==> src/rtl/bp_pkg.sv <==
// Shared types, constants and counter helpers for the fetch-side branch predictor.
package bp_pkg;

  localparam int BP_ENTRIES = 32;
  localparam int BP_ADDR_W  = 10;
  localparam int BP_IDX_W   = $clog2(BP_ENTRIES);
  localparam int BP_TAG_W   = BP_ADDR_W - BP_IDX_W;

  typedef enum logic {BP_INIT, BP_RUN} bp_state_t;

  // 2-bit direction counter: MSB set means predict taken
  localparam logic [1:0] CTR_SNT = 2'd0;
  localparam logic [1:0] CTR_WNT = 2'd1;
  localparam logic [1:0] CTR_WT  = 2'd2;
  localparam logic [1:0] CTR_ST  = 2'd3;

  typedef struct packed {
    logic                 valid;
    logic [BP_TAG_W-1:0]  tag;
    logic [BP_ADDR_W-1:0] target;
    logic [1:0]           ctr;
  } bp_entry_t;

  function automatic logic [1:0] sat_inc(input logic [1:0] c);
    case (c)
      CTR_SNT: return CTR_WNT;
      CTR_WNT: return CTR_WT;
      default: return CTR_ST;
    endcase
  endfunction

  function automatic logic [1:0] sat_dec(input logic [1:0] c);
    case (c)
      CTR_ST:  return CTR_WT;
      CTR_WT:  return CTR_WNT;
      default: return CTR_SNT;
    endcase
  endfunction

endpackage

==> src/rtl/branch_target_predictor_if.sv <==
// Lookup, prediction and training signals between fetch/execute and the predictor.
interface branch_target_predictor_if #(parameter int ADDR_W = 10);

  logic [ADDR_W-1:0] lookup_pc;
  logic              lookup_stall;
  logic              pred_hit;
  logic              pred_taken;
  logic [ADDR_W-1:0] pred_target;
  logic              upd_en;
  logic [ADDR_W-1:0] upd_pc;
  logic [ADDR_W-1:0] upd_target;
  logic              upd_taken;
  logic              ready;

  modport master (
    output lookup_pc, lookup_stall, upd_en, upd_pc, upd_target, upd_taken,
    input  pred_hit, pred_taken, pred_target, ready
  );

  modport slave (
    input  lookup_pc, lookup_stall, upd_en, upd_pc, upd_target, upd_taken,
    output pred_hit, pred_taken, pred_target, ready
  );

endinterface

==> src/rtl/bp_sat_counter.sv <==
// Next value of a 2-bit saturating direction counter given the resolved outcome.
module bp_sat_counter
  import bp_pkg::*;
(
  input  logic [1:0] ctr,
  input  logic       taken,
  output logic [1:0] ctr_nxt
);

  assign ctr_nxt = taken ? sat_inc(ctr) : sat_dec(ctr);

endmodule

==> src/rtl/branch_target_predictor.sv <==
// Direct-mapped branch target buffer with 2-bit direction counters.
// Table is cleared one entry per cycle after reset; lookups are registered so
// the prediction lines up with the synchronous program ROM output.
//
// state   | meaning
// BP_INIT | walking init_idx through the table clearing valid/ctr; outputs held 0
// BP_RUN  | table live: lookups registered, execute-stage updates written
module branch_target_predictor
  import bp_pkg::*;
#(
  parameter int ENTRIES = BP_ENTRIES,
  parameter int ADDR_W  = BP_ADDR_W,
  parameter int IDX_W   = $clog2(ENTRIES)
) (
  input  logic                     clk,
  input  logic                     rst,
  branch_target_predictor_if.slave bus
);

  localparam int TAG_W = ADDR_W - IDX_W;

  bp_state_t         state_q;
  logic [IDX_W-1:0]  init_idx_q;
  bp_entry_t         table_q [ENTRIES];

  logic              hit_q;
  logic              taken_q;
  logic [ADDR_W-1:0] target_q;
  logic              ready_q;

  logic [IDX_W-1:0]  u_idx;
  logic [TAG_W-1:0]  u_tag;
  bp_entry_t         u_ent;
  logic              u_hit;
  logic [1:0]        ctr_nxt;
  bp_entry_t         new_ent;
  logic              wr_en;

  logic [IDX_W-1:0]  l_idx;
  logic [TAG_W-1:0]  l_tag;
  bp_entry_t         l_ent;
  logic              l_hit;

  assign u_idx = bus.upd_pc[IDX_W-1:0];
  assign u_tag = bus.upd_pc[ADDR_W-1:IDX_W];
  assign u_ent = table_q[u_idx];
  assign u_hit = u_ent.valid && (u_ent.tag == u_tag);

  assign l_idx = bus.lookup_pc[IDX_W-1:0];
  assign l_tag = bus.lookup_pc[ADDR_W-1:IDX_W];

  bp_sat_counter u_sat (
    .ctr     (u_ent.ctr),
    .taken   (bus.upd_taken),
    .ctr_nxt (ctr_nxt)
  );

  // Training: train the hit entry, allocate on a taken miss, ignore a not-taken miss
  always_comb begin
    new_ent = u_ent;
    wr_en   = 1'b0;
    if (state_q == BP_RUN && bus.upd_en) begin
      if (u_hit) begin
        new_ent.ctr = ctr_nxt;
        if (bus.upd_taken) new_ent.target = bus.upd_target;
        wr_en = 1'b1;
      end else if (bus.upd_taken) begin
        new_ent.valid  = 1'b1;
        new_ent.tag    = u_tag;
        new_ent.target = bus.upd_target;
        new_ent.ctr    = CTR_WT;
        wr_en          = 1'b1;
      end
    end
  end

  // Lookup with write-first bypass so a same-index update is visible immediately
  always_comb begin
    l_ent = (wr_en && (u_idx == l_idx)) ? new_ent : table_q[l_idx];
    l_hit = l_ent.valid && (l_ent.tag == l_tag);
  end

  // Sequencer, table write port and registered prediction outputs
  always_ff @(posedge clk) begin
    if (!rst) begin
      state_q    <= BP_INIT;
      init_idx_q <= '0;
      hit_q      <= 1'b0;
      taken_q    <= 1'b0;
      target_q   <= '0;
      ready_q    <= 1'b0;
    end else begin
      case (state_q)
        BP_INIT: begin
          table_q[init_idx_q].valid <= 1'b0;
          table_q[init_idx_q].ctr   <= CTR_SNT;
          init_idx_q <= init_idx_q + 1'b1;
          hit_q      <= 1'b0;
          taken_q    <= 1'b0;
          target_q   <= '0;
          if (init_idx_q == IDX_W'(ENTRIES - 1)) begin
            state_q <= BP_RUN;
            ready_q <= 1'b1;
          end
        end
        BP_RUN: begin
          if (wr_en) table_q[u_idx] <= new_ent;
          if (!bus.lookup_stall) begin
            hit_q    <= l_hit;
            taken_q  <= l_hit && (l_ent.ctr >= CTR_WT);
            target_q <= l_hit ? l_ent.target : '0;
          end
        end
        default: state_q <= BP_INIT;
      endcase
    end
  end

  assign bus.pred_hit    = hit_q;
  assign bus.pred_taken  = taken_q;
  assign bus.pred_target = target_q;
  assign bus.ready       = ready_q;

endmodule

==> src/flat_wrapper.sv <==
// flat-port wrapper written by rule: the top's interface ports become plain ports
module branch_target_predictor_flat import bp_pkg::*;
#(
  parameter int ENTRIES = BP_ENTRIES,
  parameter int ADDR_W  = BP_ADDR_W,
  parameter int IDX_W   = $clog2(ENTRIES)
)
  (clk, rst, bus_lookup_pc, bus_lookup_stall, bus_upd_en, bus_upd_pc, bus_upd_target, bus_upd_taken, bus_pred_hit, bus_pred_taken, bus_pred_target, bus_ready);
  branch_target_predictor_if #(.ADDR_W(ADDR_W)) bus_i ();
  input  logic clk;
  input  logic rst;
  input wire logic [$bits(bus_i.lookup_pc)-1:0] bus_lookup_pc;
  input wire logic [$bits(bus_i.lookup_stall)-1:0] bus_lookup_stall;
  input wire logic [$bits(bus_i.upd_en)-1:0] bus_upd_en;
  input wire logic [$bits(bus_i.upd_pc)-1:0] bus_upd_pc;
  input wire logic [$bits(bus_i.upd_target)-1:0] bus_upd_target;
  input wire logic [$bits(bus_i.upd_taken)-1:0] bus_upd_taken;
  output wire logic [$bits(bus_i.pred_hit)-1:0] bus_pred_hit;
  output wire logic [$bits(bus_i.pred_taken)-1:0] bus_pred_taken;
  output wire logic [$bits(bus_i.pred_target)-1:0] bus_pred_target;
  output wire logic [$bits(bus_i.ready)-1:0] bus_ready;
  assign bus_i.lookup_pc = bus_lookup_pc;
  assign bus_i.lookup_stall = bus_lookup_stall;
  assign bus_i.upd_en = bus_upd_en;
  assign bus_i.upd_pc = bus_upd_pc;
  assign bus_i.upd_target = bus_upd_target;
  assign bus_i.upd_taken = bus_upd_taken;
  assign bus_pred_hit = bus_i.pred_hit;
  assign bus_pred_taken = bus_i.pred_taken;
  assign bus_pred_target = bus_i.pred_target;
  assign bus_ready = bus_i.ready;
  branch_target_predictor #(.ENTRIES(ENTRIES), .ADDR_W(ADDR_W), .IDX_W(IDX_W)) u_core (.clk(clk), .rst(rst), .bus(bus_i));
endmodule
==> config.mk <==
export PLATFORM = sky130hd
export DESIGN_NAME = branch_target_predictor_flat
export DESIGN_NICKNAME = d
export VERILOG_FILES = /design/src/rtl/bp_pkg.sv /design/src/rtl/branch_target_predictor_if.sv /design/src/rtl/bp_sat_counter.sv /design/src/rtl/branch_target_predictor.sv /design/src/flat_wrapper.sv
export SDC_FILE = /design/constraint.sdc
export NUM_CORES = 1
export LEC_CHECK = 0
export BUFFER_PORTS_ARGS = -buffer_cell sky130_fd_sc_hd__buf_4
export CAP_MARGIN = 20
export CORE_MARGIN = 8
export CORE_UTILIZATION = 50
export CTS_CLUSTER_DIAMETER = 150
export CTS_CLUSTER_SIZE = 8
export DETAILED_ROUTE_END_ITERATION = 12
export PLACE_DENSITY = 0.63
export SETUP_SLACK_MARGIN = 0.02
export SLEW_MARGIN = 20
export SYNTH_ARGS = -nofsm -noshare
export SYNTH_HDL_FRONTEND = slang
export SYNTH_HIERARCHICAL = 1
export SYNTH_SLANG_ARGS = --single-unit
==> constraint.sdc <==
create_clock -name clk -period 5.6 [get_ports clk]
set_clock_uncertainty 0.05 [all_clocks]
set_input_delay 1.12 -clock clk [delete_from_list [all_inputs] [get_ports clk]]
set_output_delay 1.12 -clock clk [all_outputs]
set_load 0.02 [all_outputs]
==> results_dict.tcl <==
set metrics [dict create \
    period_needed_ps 4700 \
    post_drt_via_cell_ratio 6.74 \
    clock_latency_ps 620 \
    grt_pass1_vias 16676 \
    muxShareOfSynthArea 0.284 \
    ir_worst_vdd_mv 0.241 \
    ff_latch_area_mm2 0.0177 \
    ys.flop_type "edfxtp_1" \
    drive_gt1_frac 0.390 \
    root_buffer "clkbuf_16" \
    gr-total-overflow 0 \
    final_max_slew_viol_count 0 \
    clock-sinks 595 \
    core_area_mm2 0.0562 \
    row_count 87 \
    synth_cell_types 56 \
    final_util 0.578 \
    drtIter0Drc 1773 \
    clk_pin_slew_ps 50 \
    seq_area_frac_synth 0.624 \
    setup_tns_ps 0 \
    post-dp-hpwl_mm 51.8 \
    gp_congestion 0.910 \
    antenna_found_initial 1 \
    rsz0062_at_grt "false" \
    stdcell_count 2391 \
    post_cts_resized 0 \
    drtPass1Iterations 6 \
    leakage_uw 0.0118 \
    finalSetupViolations 0 \
    wl_mm 79.1 \
    synth-compound-area-share 0.0345 \
    dieArea_mm2 0.0645 \
    drcViolationCount 0 \
    ys_async_sr_fraction 0 \
    io_buffers 47 \
    routedWlPerCell_um 33.1 \
    hold_ws_ps 397 \
    required_ps 5860 \
    cts_setup_buffers 0 \
    grt_pass1_wl_mm 115 \
    syn_nets 1500 \
    crit_path_start "bus_upd_pc[1]" \
    start_util 0.504 \
    total_power_uw 9820 \
    cp-end-kind "flop" \
    die_h_um 254 \
    die_w_um 254 \
    crit_type "input pin to flop" \
    ant_nets 0 \
    synth-xor-area-share 0.00557 \
    maxCapViolCount 0 \
    ys_seq_elements 595 \
    start_kind "input pin" \
    cp.arrival_ps 4960 \
    relSlewSlack 0.321 \
    synthCells 1463 \
    grt_max_degree 68 \
    run_status "finished, final reports clean" \
    crit_fanout 52 \
    synth_fa_ha_area_frac 0.00168 \
    fillers 4207 \
    avgSynthCellArea_um2 19.4 \
    fin_nets 1644 \
    netlist_area_mm2 0.0283 \
    syn2layout_area_growth_pct 14.6 \
    fmax_ghz 0.213 \
    min_from "u_core/bus.pred_hit" \
    cts_max_path_buffers 3 \
    hold_buffers 0 \
    synth_enable_flop_cells 576 \
    numCtsBuffers 84 \
    hold_violations 0 \
    power_density_mw_per_mm2 303 \
    cts-htree-levels 3 \
    ioPinCount 48 \
    multi_input_area_mm2 0.0101 \
    hold_class "flop to flop" \
    r2r-start "u_core/table_q[19][16]" \
    finalCritPeriodShare 0.840 \
    track_usage 0.248 \
    cts_tree "yes" \
    synth_top_family_by_area "multiplexers" \
    placed_cells 2277 \
    antenna_cells 0 \
    num_vias 16117 \
    synthSimpleGateAreaFrac 0.0274 \
    ys_warn_count 6 \
    worst_pin_slew_ps 1010 \
]
## per-stage QoR
stage | setup slack (ps) | instance area, µm²
4_1_cts | 956 | 32500
3_5_place_dp | 322 | 30200
5_1_grt | 760 | 32500
3_3_place_gp | 400 | 30200
2_1_floorplan | 653 | 28300
6_report | 898 | 32500
## power breakdown
part	internal [µW]	switching, µW
logic	193	270
registers	4820	5.17
clock network	2750	1790
total	7760	2060
## cells in the final DEF (no fill, tap or decap), types with 6 or more instances in the layout
cell	n
edfxtp_1	576
mux4_2	300
buf_4	167
mux2i_1	122
clkbuf_16	86
a22oi_1	40
nor2_2	37
nand2_1	33
o22ai_1	33
clkbuf_1	23
nor2_1	21
a21oi_1	20
dfxtp_1	19
xnor2_1	12
o21ai_0	11
o21ai_1	11
o31ai_2	9
nor2b_1	8
nand2b_1	8
nand3b_1	7
nand3_1	7
buf_12	7
and2_1	6
nor4_1	6
xor2_1	6
## metal layers
| layer | vias to the layer above | GRT usage | part of all wire |
|---|---|---|---|
| met5 | - | 0 | 0 |
| met4 | 0 | 0.0871 | 0.036 |
| met3 | 180 | 0.0624 | 0.096 |
| met2 | 907 | 0.396 | 0.48 |
| met1 | 8510 | 0.331 | 0.39 |
| li1 | 6520 | - | - |
## registers in the layout, summed over array words and instances (netlist names)
signal,flops
u_core/table_q,576
u_core/bus.pred_target,10
u_core/init_idx_q,5
u_core/bus.pred_hit,1
u_core/bus.pred_taken,1
u_core/bus.ready,1
u_core/state_q,1
## kinds of logic (layout without fill, tap and decap cells)
kind of cell               after synthesis  after routing
DFF                                    595            595
muxes                                  427            427
and+or+nand+nor                        155            155
AOI/OAI and AO/OA                      140            140
buffers and inverters                  124            296
xor gates and xnor gates                18             18
adders and majority gates                4              4
## synth_stat cells (2+ instances only)
master    number  area, µm²
nand3b_1       7       52.6
nor2_1        56        210
or2_2          4       25.0
nor2b_1        8       50.1
edfxtp_1     576      17300
xor2_1         6       52.6
clkbuf_1      47        176
or2_1          2       12.5
maj3_2         2       22.5
mux4_2       300       6760
and2_1         6       37.5
buf_6         10        113
o31ai_2        9        113
a22oi_1       40        300
o21ai_1       11       55.1
nand2_1       33        124
nor3_1         2       10.0
buf_2         35        175
inv_1          4       15.0
buf_1         14       52.6
o22ai_1       33        206
o21a_1         2       15.0
dfxtp_1       19        380
a21oi_1       21        105
and3_1         3       18.8
a21oi_2        3       26.3
nor4_1         6       37.5
mux2i_1      122       1220
mux2_2         5       56.3
o21ai_0       11       55.1
or3_1          3       18.8
buf_4         12       90.1
ha_1           2       25.0
nor2_2         2       12.5
nand2b_1       8       50.1
xnor2_1       12        105
o31ai_1        2       15.0
nand3_1        7       35.0
## worst max-delay path, cell delays in order
cell      delay [ps]
clkbuf_8         450
mux2i_1          210
a22oi_1          250
a21oi_1          140
nor4_1           540
buf_4            210
xor2_1            50
nor4_1           300
and3_1           240
o211ai_2         120
buf_12           190
nand2b_1         160
buf_4            200
nor2_2           420
buf_4            280
## worst paths after layout
path	to	slack [ps]	cells after the start
worst max-delay path	u_core/table_q[12][10]	900	15
worst min-delay path	u_core/bus.pred_hit	400	2
worst max register to register	u_core/table_q[12][10]	1650	14
worst min register to register	u_core/bus.pred_hit	400	2
## cell type report
cell class,instances,area share
Multi-Input combinational cell,744,0.311
Clock inverter,5,0.00200
Inverter,4,0.000462
Sequential cell,595,0.544
Tap cell,756,0.0291
Timing Repair Buffer,178,0.0445
Clock buffer,109,0.0689
No activity file was read; power rests on OpenSTA's default activity.
